--- src/rtl/systolic_pkg.sv ---
// Shared definitions for the 2x2 systolic feeder.
// FSM encoding and operand lane-packing indices.
package systolic_pkg;

   typedef enum logic [2:0] {
      ST_IDLE,
      ST_START,
      ST_FEED,
      ST_WAIT,
      ST_HOLD
   } state_t;

   // Element positions inside a packed {x00,x01,x10,x11} word
   localparam int unsigned IDX_00 = 3;
   localparam int unsigned IDX_01 = 2;
   localparam int unsigned IDX_10 = 1;
   localparam int unsigned IDX_11 = 0;

   // Feed phases
   localparam logic [1:0] PH_0 = 2'd0;
   localparam logic [1:0] PH_1 = 2'd1;
   localparam logic [1:0] PH_2 = 2'd2;

endpackage

--- src/rtl/systolic_feeder_2x2.sv ---
// Operand skewing feeder and result holder for a 2x2 systolic array.
// Accepts A/B, pulses arr_en, skews lanes over 3 cycles, captures arr_out.
module systolic_feeder_2x2
   import systolic_pkg::*;
#(
   parameter int WIDTH      = 16,
   parameter int FRAC_WIDTH = 8,
   parameter int TIMEOUT    = 15
) (
   input  logic               clk,
   input  logic               rst_n,
   input  logic               in_valid,
   output logic               in_ready,
   input  logic [4*WIDTH-1:0] in_a,
   input  logic [4*WIDTH-1:0] in_b,
   output logic               arr_en,
   output logic [WIDTH-1:0]   arr_north0,
   output logic [WIDTH-1:0]   arr_north1,
   output logic [WIDTH-1:0]   arr_west0,
   output logic [WIDTH-1:0]   arr_west2,
   input  logic               arr_done,
   input  logic [4*WIDTH-1:0] arr_out,
   output logic               out_valid,
   input  logic               out_ready,
   output logic [4*WIDTH-1:0] out_c,
   output logic               err
);

   // Fractional bits must leave room for at least a sign bit
   if (FRAC_WIDTH >= WIDTH) begin : g_bad_frac
      $error("FRAC_WIDTH must be smaller than WIDTH");
   end

   localparam int CW = (TIMEOUT < 2) ? 1 : $clog2(TIMEOUT + 1);
   localparam logic [CW-1:0] WAIT_LAST = CW'(TIMEOUT - 1);

   state_t             state;
   logic [1:0]         phase;
   logic [CW-1:0]      wait_cnt;
   logic [4*WIDTH-1:0] a_q;
   logic [4*WIDTH-1:0] b_q;

   logic [WIDTH-1:0] a00, a01, a10, a11;
   logic [WIDTH-1:0] b00, b01, b10, b11;

   assign a00 = a_q[IDX_00*WIDTH +: WIDTH];
   assign a01 = a_q[IDX_01*WIDTH +: WIDTH];
   assign a10 = a_q[IDX_10*WIDTH +: WIDTH];
   assign a11 = a_q[IDX_11*WIDTH +: WIDTH];
   assign b00 = b_q[IDX_00*WIDTH +: WIDTH];
   assign b01 = b_q[IDX_01*WIDTH +: WIDTH];
   assign b10 = b_q[IDX_10*WIDTH +: WIDTH];
   assign b11 = b_q[IDX_11*WIDTH +: WIDTH];

   assign in_ready = (state == ST_IDLE);

   // Main FSM: lanes, arr_en, result and err are all registered here
   always_ff @(posedge clk or negedge rst_n) begin
      if (!rst_n) begin
         state      <= ST_IDLE;
         phase      <= PH_0;
         wait_cnt   <= '0;
         a_q        <= '0;
         b_q        <= '0;
         arr_en     <= 1'b0;
         arr_west0  <= '0;
         arr_west2  <= '0;
         arr_north0 <= '0;
         arr_north1 <= '0;
         out_valid  <= 1'b0;
         out_c      <= '0;
         err        <= 1'b0;
      end else begin
         arr_en     <= 1'b0;
         arr_west0  <= '0;
         arr_west2  <= '0;
         arr_north0 <= '0;
         arr_north1 <= '0;
         unique case (state)
            ST_IDLE: begin
               if (in_valid) begin
                  a_q    <= in_a;
                  b_q    <= in_b;
                  err    <= 1'b0;
                  arr_en <= 1'b1;
                  state  <= ST_START;
               end
            end
            ST_START: begin
               phase      <= PH_0;
               arr_west0  <= a00;
               arr_north0 <= b00;
               state      <= ST_FEED;
            end
            ST_FEED: begin
               if (arr_done) begin
                  out_c     <= arr_out;
                  out_valid <= 1'b1;
                  phase     <= PH_0;
                  state     <= ST_HOLD;
               end else begin
                  unique case (phase)
                     PH_0: begin
                        arr_west0  <= a01;
                        arr_west2  <= a10;
                        arr_north0 <= b10;
                        arr_north1 <= b01;
                        phase      <= PH_1;
                     end
                     PH_1: begin
                        arr_west2  <= a11;
                        arr_north1 <= b11;
                        phase      <= PH_2;
                     end
                     default: begin
                        phase    <= PH_0;
                        wait_cnt <= '0;
                        state    <= ST_WAIT;
                     end
                  endcase
               end
            end
            ST_WAIT: begin
               if (arr_done) begin
                  out_c     <= arr_out;
                  out_valid <= 1'b1;
                  wait_cnt  <= '0;
                  state     <= ST_HOLD;
               end else if (wait_cnt == WAIT_LAST) begin
                  err      <= 1'b1;
                  wait_cnt <= '0;
                  state    <= ST_IDLE;
               end else begin
                  wait_cnt <= wait_cnt + 1'b1;
               end
            end
            ST_HOLD: begin
               if (out_ready) begin
                  out_valid <= 1'b0;
                  state     <= ST_IDLE;
               end
            end
            default: begin
               state <= ST_IDLE;
            end
         endcase
      end
   end

endmodule

--- config.mk ---
export PLATFORM = sky130hd
export DESIGN_NAME = systolic_feeder_2x2
export DESIGN_NICKNAME = d
export VERILOG_FILES = /design/src/rtl/systolic_pkg.sv /design/src/rtl/systolic_feeder_2x2.sv
export SDC_FILE = /design/constraint.sdc
export NUM_CORES = 1
export LEC_CHECK = 0
export ABC_CLOCK_PERIOD_IN_PS = 2450
export BUFFER_PORTS_ARGS = -buffer_cell sky130_fd_sc_hd__buf_4
export CAP_MARGIN = 40
export CORE_ASPECT_RATIO = 1.75
export CORE_MARGIN = 4
export CORE_UTILIZATION = 35
export CTS_CLUSTER_SIZE = 25
export DETAILED_ROUTE_END_ITERATION = 10
export GPL_TIMING_DRIVEN = 0
export PLACE_DENSITY_LB_ADDON = 0.3
export SYNTH_ARGS = -nofsm -noshare
export SYNTH_HDL_FRONTEND = slang
export SYNTH_SLANG_ARGS = --single-unit
--- constraint.sdc ---
create_clock -name clk -period 2.45 [get_ports clk]
set_clock_uncertainty 0.05 [all_clocks]
set_input_delay 0.735 -clock clk [delete_from_list [all_inputs] [get_ports clk]]
set_output_delay 0.735 -clock clk [all_outputs]
set_load 0.005 [all_outputs]
# Yosys cells after proc, flatten, opt, wreduce, memory -nomap -nowiden
# Cells that the tools add are included.
[op_classes]
n_reduce_logical = 14
eq_ne = 15
n_addsub = 1
muxes = 36
[ops]
columns = ["op", "n"]
rows = [
  ["two-way mux 16 bit", 8],
  ["case mux 16 bit (2 select lines)", 4],
  ["two-way mux 3 bit", 6],
  ["two-way mux 4 bit", 4],
  ["case mux 3 bit (5 select lines)", 1],
  ["inequality test 2 bit, second input constant", 6],
  ["case mux 2 bit (2 select lines)", 2],
  ["case mux 4 bit (2 select lines)", 1],
  ["AND reduction 4 bit", 2],
  ["nonzero test 2 bit", 4],
  ["two-way mux 1 bit", 7],
  ["== test 3 x 2 -> 1 bit, second input constant", 2],
  ["inequality test 3 bit, second input constant", 2],
  ["AND reduction 3 bit", 2],
  ["adder 4 x 1 -> 4 bit, second input constant", 1],
  ["== test 4 bit, second input constant", 1],
  ["case mux 1 bit (2 select lines)", 2],
  ["AND reduction 2 bit", 2],
  ["OR reduction 2 bit", 2],
  ["== test 3 x 1 -> 1 bit, second input constant", 1],
  ["== test 3 bit, second input constant", 1],
  ["logical NOT 3 bit", 1],
  ["== test 2 x 1 -> 1 bit, second input constant", 1],
  ["logical NOT 2 bit", 1],
  ["other kinds (2)", 2],
]
[word_totals]
wordCells = 79
in_bits = 197
register_bits = 268
out_inout_bits = 132

# Logic depth before layout (Yosys ltp)
# Gate-level depths: netlist of run 1.
[logic_depth]
ltp_word = 5
ltp_mapped = 6
mapped_depth_nobuf = 5

# Worst setup path before layout of run 1
# OpenSTA, ideal clock, no wires.
[synth_timing]
path_kind = "input port to flip-flop"
start = "input port arr_done"
end = "register arr_north1[0]"
arrival_time_ns = 1.814
required_time_ns = 2.335
setup_time_ns = 0.065
cell_stages = 4
n_path_buf = 1
path_slack_ns = 0.520
cell_sequence = "or3b_4 nor4b_4 buf_6 a22o_1"
[synth_between]
elab_chain_cells = 2
[synth_lines]
columns = ["item", "line_no", "rtl"]
rows = [
  ["start: declaration", "systolic_feeder_2x2.sv:21", "input logic arr_done,"],
  ["two-way mux 16 bit", "systolic_feeder_2x2.sv:96", "if (arr_done) begin"],
  ["two-way mux 16 bit", "systolic_feeder_2x2.sv:79", "unique case (state)"],
  ["end signal: assignment", "systolic_feeder_2x2.sv:78", "arr_north1 <= '0;"],
  ["end signal: assignment", "systolic_feeder_2x2.sv:107", "arr_north1 <= b01;"],
  ["end signal: assignment", "systolic_feeder_2x2.sv:112", "arr_north1 <= b11;"],
  ["end: declaration", "systolic_feeder_2x2.sv:18", "output logic [WIDTH-1:0] arr_north1,"],
]
# No other way between the ends.
# A chain may end at the register's enable or synchronous reset.

# Worst setup path after layout of run 1
[layout_timing]
start = "register state[0]"
end = "register b_q[37]"
[layout_between]
elab_chain_cells = 2
[layout_lines]
columns = ["item", "line_no", "rtl"]
rows = [
  ["start: declaration", "systolic_feeder_2x2.sv:37", "state_t state;"],
  ["start signal: assignment", "systolic_feeder_2x2.sv:60", "state <= ST_IDLE;"],
  ["start signal: assignment", "systolic_feeder_2x2.sv:86", "state <= ST_START;"],
  ["start signal: assignment", "systolic_feeder_2x2.sv:93", "state <= ST_FEED;"],
  ["logical NOT 3 bit", "systolic_feeder_2x2.sv:79", ""],
  ["AND reduction 2 bit (no source line)", "n/a", ""],
  ["end signal: assignment", "systolic_feeder_2x2.sv:83", "b_q <= in_b;"],
  ["end: declaration", "systolic_feeder_2x2.sv:41", "logic [4*WIDTH-1:0] b_q;"],
]
# No other way between the ends.

==> results_dict.tcl, run 1 <==
set metrics [dict create \
    die_y_um 232 \
    path_clk_slew_ps 60 \
    post-route-util_pct 48.9 \
    yosysWarningCount 0 \
    netlist_instances 609 \
    timing.final.hold_violations 0 \
    clock-sinks 268 \
    synth.top_cells.by_area "dfrtp_1 (67%), mux2_2 (22%), a22o_1 (5.6%), buf_6 (1.6%), buf_2 (0.65%)" \
    synth.cell_area_um2 10000 \
    cts_inserted_buffers 25 \
    critical-path-slowest-cell "dfrtp_1" \
    detail_placement_hpwl_mm 20.0 \
    finalCritPeriodShare_pct 88.9 \
    outcome "complete, no violations" \
    floorplan.io_pins 329 \
    max_cap_violations 0 \
    final_period_minus_worst_setup_slack_ps 2180 \
    grt_pass1_wl_mm 39.6 \
    total_routing_usage_reported_by_global_routing_pct 16.4 \
    netlist.top_cell.by_area "dfrtp_1" \
    postSynthRegisterBits 268 \
    required_time_of_the_critical_path_ps 2800 \
    critical_path_max_stage_delay_ps 420 \
    worst_ep_arrival_time_ps 2530 \
    port-buffer-count 328 \
    endpoint_kind "register" \
    std_cell_rows 81 \
    min-delay-path-class "in2async" \
    post_synth_num_cell_types 34 \
    firstDrtPassIters 4 \
    post_synth.cell_area_avg_um2 16.5 \
    route.detailed.vias_per_inst 4.74 \
    path_class "reg2reg" \
    timing.fmax_ghz 0.459 \
    setup.reg_to_reg.worst_slack_ps 270 \
    p_per_area_nw_per_um2 1210 \
    timing.reg2reg.worst_path_depth 6 \
    grt_antenna_before_repair 0 \
    layout_commonest_cell "buf_4" \
    layout-area-overhead-vs-synth_pct 37.3 \
    critical_path_peak_fanout 10 \
    hold_ws_ps 87.6 \
    groute.layer.met2.usage_pct 30.4 \
    num-fill-cells 2556 \
    final_nets 1166 \
    maximum_number_of_pins_on_one_net_before_global_route_repair 115 \
    worst_pin_slew_ps 631 \
    worst_slew_margin_rel_pct 58.0 \
    yosys.area.top_type_share_pct 66.8 \
    cp-start-kind "register" \
    cts.hold.buffers_added 0 \
    initialDrtViolationCount 151 \
    htree_num_levels 1 \
    pre_cts_slack_ps -86.8 \
    post_cts_resized 0 \
    start_util_pct 35.6 \
    post_route_cells_drive_above_1_share_pct 60.5 \
    ant_nets 0 \
    design.die.area_um2 31600 \
    r2r_path_end "b_q[37]$_DFFE_PN0P_" \
    timing.rr.start "state[0]$_DFFE_PN0P_" \
    postSynth.asyncResetShare_pct 100 \
    postSynthNetCount 808 \
    rsz0062_at_grt "no" \
    crit_buf_inv 3 \
    critical_path.cell_chain "nor3_1, and2_1, clkbuf_1, buf_2, buf_6, mux2_2" \
    finalWirelength_mm 26.5 \
    detailroute.via_count 6405 \
    core_area_um2 28200 \
    maxSlewViolCount 0 \
    post-route-worst-setup-slack_ps 271 \
    gr-total-overflow 0 \
    insertedDiodeCount 0 \
    top_usage_layer "met2" \
    drc 0 \
    synth_ff_type "dfrtp_1" \
    max-vdd-ir-drop_mv 0.706 \
    clock_tree.buffer_depth 3 \
    path_delay_family "buffers and inverters" \
    leakage_power_uw 0.00656 \
    use_met3_pct 3.45 \
    layout.cell_area.non_filler_um2 13800 \
    synth_sequential_area_ratio_pct 66.8 \
    tritoncts_clock_tree "built" \
    place_congestion 0.739 \
    met1_usage_pct 17.9 \
    dpl_cell_area_um2 13000 \
    die_width_um 136 \
    synth_enable_flop_cells 0 \
    route.detailed.wl_per_inst_um 19.6 \
    postCtsSetupRepairBufs 0 \
    report.final.setup_viol 0 \
    grt_pass1_vias 6956 \
    worstSkewPairLatency_ps 520 \
    cts-root-buf "clkbuf_16" \
    most_frequent_cells_in_the_layout "buf_4 (332), dfrtp_1 (268), mux2_2 (192), a22o_1 (64), clkbuf_16 (25)" \
]
registers in the layout, indices dropped and copies added (netlist names):
name        count
a_q            64
err             1
out_c          64
phase           2
arr_west0      16
arr_west2      16
arr_north1     16
wait_cnt        4
b_q            64
arr_en          1
state           3
out_valid       1
arr_north0     16
worst max path at each step:
stage,slack (ps),endpoint,depth (start not counted),from
after global placement,-1700,arr_north0[6]$_DFF_PN0_,1,rst_n
after detailed placement,-90,arr_north1[9]$_DFF_PN0_,6,arr_done
after CTS,210,b_q[37]$_DFFE_PN0P_,6,state[0]$_DFFE_PN0P_
after floorplan,520,arr_north1[0]$_DFF_PN0_,4,arr_done
final,270,b_q[37]$_DFFE_PN0P_,6,state[0]$_DFFE_PN0P_
after global routing,110,b_q[36]$_DFFE_PN0P_,6,state[0]$_DFFE_PN0P_
logic make-up (layout without fill, tap and decap cells):
group                    Yosys count  in the layout  synth area share, %
adder cells (fa/ha/maj)            2              2                0.249
flip-flops                       268            268                 66.8
XOR/XNOR                           1              1               0.0873
multiplexers                     193            193                 21.6
AND/OR/NAND/NOR                   23             23                 1.66
AO/OA/AOI/OAI                     79             79                 6.56
buffers and inverters             43            413                 3.00
layout make-up:
class                   instances  area (µm²)  share of cell area [%]
inverters                       5        18.8                   0.136
well taps                     373         467                    3.39
flip-flops and latches        268        6710                    48.6
clock inverters                 8        93.8                   0.681
repair buffers                331        2530                    18.4
clock buffers                  31         658                    4.77
multi-input cells             298        3030                    22.0
plain buffers                  38         283                    2.05
worst reg2reg max path, stage by stage, from the launching register on:
cell and delay [ps]:
dfrtp_1 420, nor3_1 270, and2_1 190, clkbuf_1 150, buf_2 380, buf_6 250, mux2_2 350
Yosys cell counts, drive strengths merged (2+ instances only):
| cell type | number |
|---|---|
| dfrtp | 268 |
| mux2 | 192 |
| a22o | 64 |
| buf | 32 |
| clkbuf | 6 |
| inv | 5 |
| o21ai | 4 |
| a21oi | 3 |
| nand2 | 3 |
| nand2b | 3 |
| nand3 | 3 |
| nand3b | 3 |
| ha | 2 |
| nor2 | 2 |
| nor2b | 2 |
where the power goes:
group / total [µW] / switching, µW / leakage, µW / internal [µW]
clock network: 3690 / 1600 / 0.000374 / 2100
logic: 5590 / 2120 / 0.00290 / 3470
registers: 7440 / 963 / 0.00329 / 6480
routing by layer:
layer,routed length (µm),part of all wire (%)
met5,0,0
met4,1040,3.9
met3,1630,6.1
met2,14600,55
met1,9290,35
per-stage QoR:
step	TNS (ps)	instances	power, µW
floorplan	0	609	10500
global placement	-448220	1310	13000
detailed placement	-1610	1313	13300
CTS	0	1352	17100
global route	0	1352	17800
finish	0	1352	16700
No activity file was read; power rests on OpenSTA's default activity.
==> inputs of run 2 (changes only) <==
- CORE_UTILIZATION: 35 -> 50
==> run 2 against run 1 <==
Compared with the run above:
- count of clock-buffer cells in the layout up 6
- utilization up 20 points
- register-to-register slack better by 20 ps
- final cell count down 9.2%
- via count up 0.12%
- worst hold slack worse by 61 ps
- die area down 29%
- sequential cell count unchanged
- fmax up 0.74%
- power down 0.75%
- sequential power about the same
- setup slack better by 16 ps
- highest routed layer unchanged
==> results_dict.tcl, run 2 (synthesis gave the netlist of run 1 again) <==
set metrics [dict create \
    design.die.area_um2 22500 \
    post-route-util_pct 69.1 \
    critical_path_max_stage_delay_ps 670 \
    worst_slew_margin_rel_pct 48.3 \
    worst_ep_arrival_time_ps 2560 \
    die_width_um 115 \
    port-buffer-count 328 \
    initialDrtViolationCount 267 \
    gr-total-overflow 0 \
    drc 0 \
    detailroute.via_count 6413 \
    finalNonFillerCells 1227 \
    final_nets 1164 \
    p_per_area_nw_per_um2 1220 \
    min-delay-path-class "in2async" \
    route.detailed.vias_per_inst 5.23 \
    final_period_minus_worst_setup_slack_ps 2160 \
    required_time_of_the_critical_path_ps 2840 \
    timing.rr.start "state[0]$_DFFE_PN0P_" \
    grt_antenna_before_repair 0 \
    layout-area-overhead-vs-synth_pct 35.8 \
    critical-path-slowest-cell "nor3b_1" \
    finalWirelength_mm 24.2 \
    pre_cts_slack_ps -16.2 \
    die_y_um 195 \
    report.final.setup_viol 0 \
    largestRegisters "a_q x64, b_q x64, out_c x64" \
    clock_tree.buffer_depth 3 \
    cp-start-kind "register" \
    grt_pass1_wl_mm 36.7 \
    maxSlewViolCount 0 \
    post_cts_resized 0 \
    place_inst 1184 \
    critical_path.cell_chain "buf_2, nor3b_1, clkbuf_1, a22o_1" \
    grt_pass1_vias 6914 \
    seq_area_um2 6710 \
    std_cell_rows 68 \
    start_util_pct 50.9 \
    timing.fmax_ghz 0.462 \
    crit_buf_inv 2 \
    postCtsSetupRepairBufs 0 \
    detail_placement_hpwl_mm 18.5 \
    worstSkewPairLatency_ps 510 \
    setup.reg_to_reg.worst_slack_ps 290 \
    tritoncts_clock_tree "built" \
    layout_commonest_cell "buf_4" \
    path_clk_slew_ps 60 \
    core_area_um2 19700 \
    finalCritPeriodShare_pct 88.3 \
    r2r_path_end "arr_west0[8]$_DFF_PN0_" \
    clock-sinks 268 \
    num-fill-cells 1509 \
    leakage_power_uw 0.00655 \
    ant_nets 0 \
    insertedDiodeCount 0 \
    max_cap_violations 0 \
    timing.reg2reg.worst_path_depth 4 \
    firstDrtPassIters 4 \
    htree_num_levels 1 \
    most_frequent_cells_in_the_layout "buf_4 (332), dfrtp_1 (268), mux2_2 (192), a22o_1 (64), clkbuf_16 (25)" \
    place_congestion 0.783 \
    outcome "complete, no violations" \
    cts.hold.buffers_added 0 \
    cts-root-buf "clkbuf_16" \
    post_route_cells_drive_above_1_share_pct 60.1 \
    rsz0062_at_grt "no" \
    path_class "reg2reg" \
    route.detailed.wl_per_inst_um 19.7 \
    timing.final.hold_violations 0 \
    max-vdd-ir-drop_mv 0.820 \
    total_routing_usage_reported_by_global_routing_pct 20.9 \
    multi_input_area_um2 3030 \
    worst_pin_slew_ps 773 \
    setup_total_negative_slack_ps 0 \
    path_delay_family "buffers and inverters" \
    cts_inserted_buffers 24 \
    design_power_total_uw 16600 \
    endpoint_kind "register" \
    floorplan.io_pins 329 \
    post-route-worst-setup-slack_ps 287 \
    maximum_number_of_pins_on_one_net_before_global_route_repair 125 \
    critical_path_peak_fanout 10 \
]
[run 2: cell count changes in the layout (fill, tap and decap cells not counted), sizes merged]
cell and delta:
clkbuf +6, clkinv -2, clkinvlp +2, buf -1
bufinv -1, inv -1
[run 2: worst max path at each step]
stage	cells after the start	from	to	slack, ps
floorplan	4	arr_done	arr_north1[0]$_DFF_PN0_	520
global placement	1	rst_n	b_q[0]$_DFFE_PN0P_	-1580
detailed placement	6	arr_done	arr_north1[13]$_DFF_PN0_	-20
CTS	6	state[2]$_DFFE_PN0P_	arr_north1[13]$_DFF_PN0_	280
global route	4	state[0]$_DFFE_PN0P_	arr_west0[3]$_DFF_PN0_	120
finish	4	state[0]$_DFFE_PN0P_	arr_west0[8]$_DFF_PN0_	290
[run 2: layout make-up]
type / count / share of cell area (%)
flip-flops and latches: 268 / 49.2
clock inverters: 6 / 0.523
multi-input cells: 298 / 22.2
repair buffers: 330 / 18.5
inverters: 5 / 0.138
clock buffers: 37 / 5.07
plain buffers: 38 / 2.07
well taps: 245 / 2.25
[run 2: power breakdown]
| part | switching (µW) | total (µW) | internal (µW) |
|---|---|---|---|
| clock | 1570 | 3620 | 2060 |
| combinational | 2040 | 5510 | 3460 |
| sequential | 995 | 7470 | 6480 |
[run 2: per-layer routing]
layer,part of all wire [%],track usage [%],up-vias
li1,-,-,2913
met1,32,21.7,3202
met2,56,39.1,263
met3,9.7,6.73,35
met4,2.3,6.05,0
met5,0,0,-
[run 2: metrics by stage]
stage,area [µm²],hold WS [ps]
after floorplan,10000,389
after global placement,12800,419
after detailed placement,12900,424
after CTS,13600,12.8
after global routing,13600,24.3
final,13600,26.5
==> inputs of run 3 (changes only) <==
- CORE_UTILIZATION: 50 -> 52
- CTS_BUF_LIST: not set -> sky130_fd_sc_hd__clkbuf_4
==> run 3 against run 2 <==
Compared with the run above:
- setup slack worse by 110 ps
- largest cell class unchanged
- register-to-register slack worse by 30 ps
- first-iteration DRC count down 22%
- power down 2.9%
- highest routed layer unchanged
- via count up 4.1%
==> results_dict.tcl, run 3 (synthesis gave the netlist of run 1 again) <==
set metrics [dict create \
    die_width_um 113 \
    worst_pin_slew_ps 775 \
    max-vdd-ir-drop_mv 0.746 \
    final_period_minus_worst_setup_slack_ps 2270 \
    most_frequent_cells_in_the_layout "buf_4 (332), dfrtp_1 (268), mux2_2 (192), clkbuf_4 (80), a22o_1 (64)" \
    critical_path_peak_fanout 3 \
    grt_pass1_vias 7034 \
    floorplan.io_pins 329 \
    path_clk_slew_ps 70 \
    pre_cts_slack_ps -9.84 \
    final_nets 1199 \
    maximum_number_of_pins_on_one_net_before_global_route_repair 119 \
    design.die.area_um2 21700 \
    maxSlewViolCount 0 \
    cp-start-kind "register" \
    setup_total_negative_slack_ps 0 \
    timing.rr.start "state[0]$_DFFE_PN0P_" \
    min_from "out_ready" \
    place_congestion 0.773 \
    ant_nets 0 \
    worst_hold_path.num_cells 2 \
    cts_inserted_buffers 58 \
    largestRegisters "a_q x64, b_q x64, out_c x64" \
    endpoint_kind "output pin" \
    num-fill-cells 1422 \
    hold_ws_ps 224 \
    firstDrtPassIters 4 \
    layout_commonest_cell "buf_4" \
    path_class "reg2out" \
    r2r_path_end "arr_north0[4]$_DFF_PN0_" \
    timing.reg2reg.worst_path_depth 4 \
    timing.fmax_ghz 0.440 \
    worstSkewPairLatency_ps 650 \
    leakage_power_uw 0.00661 \
    total_routing_usage_reported_by_global_routing_pct 22.2 \
    report.final.setup_viol 0 \
    detail_placement_hpwl_mm 18.4 \
    setup.reg_to_reg.worst_slack_ps 260 \
    post_route_cells_drive_above_1_share_pct 61.5 \
    worst_ep_arrival_time_ps 1490 \
    rsz0062_at_grt "no" \
    core_area_um2 19100 \
    clock-sinks 268 \
    std_cell_rows 67 \
    drc 0 \
    finalCritPeriodShare_pct 92.7 \
    grt_antenna_before_repair 1 \
    outcome "complete, no violations" \
    worst_slew_margin_rel_pct 48.2 \
    htree_num_levels 2 \
    required_time_of_the_critical_path_ps 1660 \
    min-delay-path-class "in2reg" \
    timing.critical_path.from "state[0]$_DFFE_PN0P_" \
    layout-area-overhead-vs-synth_pct 35.3 \
    gr-total-overflow 0 \
    post-route-util_pct 71.1 \
    route.detailed.wl_per_inst_um 18.9 \
    grt_pass1_wl_mm 37.1 \
    max_cap_violations 0 \
    critical_path_max_stage_delay_ps 410 \
    critical_path.cell_chain "nor3_1, buf_4" \
    holdPathEnd "state[2]$_DFFE_PN0P_" \
    timing.final.hold_violations 0 \
    detailroute.via_count 6677 \
    design_power_total_uw 16100 \
    tritoncts_clock_tree "built" \
    route.detailed.vias_per_inst 5.18 \
    initialDrtViolationCount 207 \
    clock_tree.buffer_depth 3 \
    port-buffer-count 328 \
    post-route-worst-setup-slack_ps 179 \
    postCtsSetupRepairBufs 0 \
    cts-root-buf "clkbuf_4" \
    p_per_area_nw_per_um2 1190 \
    critical-path-slowest-cell "dfrtp_1" \
    finalWirelength_mm 24.4 \
    start_util_pct 52.5 \
    die_y_um 192 \
]
[run 3: worst max path at each step]
stage                                    to  slack, ps
global placement         a_q[3]$_DFFE_PN0P_      -1580
floorplan           arr_north1[0]$_DFF_PN0_        520
finish                             in_ready        180
CTS                                in_ready        100
detailed placement  arr_north1[8]$_DFF_PN0_        -10
global route        arr_west0[15]$_DFF_PN0_         40
[run 3: area by class of cell]
| class | count | area, µm² | area share [%] |
|---|---|---|---|
| clock inverters | 26 | 104 | 0.765 |
| diodes | 1 | 2.50 | 0.0184 |
| repair buffers | 331 | 2530 | 18.7 |
| multi-input cells | 298 | 3030 | 22.3 |
| inverters | 5 | 18.8 | 0.138 |
| clock buffers | 80 | 601 | 4.42 |
| plain buffers | 38 | 283 | 2.08 |
| well taps | 241 | 302 | 2.22 |
| flip-flops and latches | 268 | 6710 | 49.4 |
[run 3: where the power goes]
group	internal (µW)	leakage (µW)	switching, µW
clock	1520	0.000423	1600
combinational	3470	0.00290	2080
sequential	6470	0.00329	979
total	11500	0.00661	4660
[run 3: per-layer routing]
metal	track usage (%)	up-vias	share of wire, %
met5	0	-	0
met4	11.5	0	4.8
met3	6.15	59	7.7
met2	40.0	265	54
met1	23.3	3312	33
li1	-	3041	-
[run 3: critical path, delay by kind of cell (launching register included)]
kind,cells,cell delay [ps]
buffers and inverters,1,160
AND/OR/NAND/NOR,1,260
flip-flops,1,410
[run 3: repair_timing]
| item | 4_1_cts | 5_1_grt |
|---|---|---|
| endpoints found under the hold margin | 37 | 0 |
| gates resized for setup | 0 | 0 |
| hold buffers | 1 | 0 |
[run 3: metrics by stage]
step | cell area (µm²) | std cells
after detailed placement | 12900 | 1180
after CTS | 13600 | 1287
after floorplan | 10000 | 609
final | 13600 | 1288
after global placement | 12800 | 1178
after global routing | 13600 | 1288
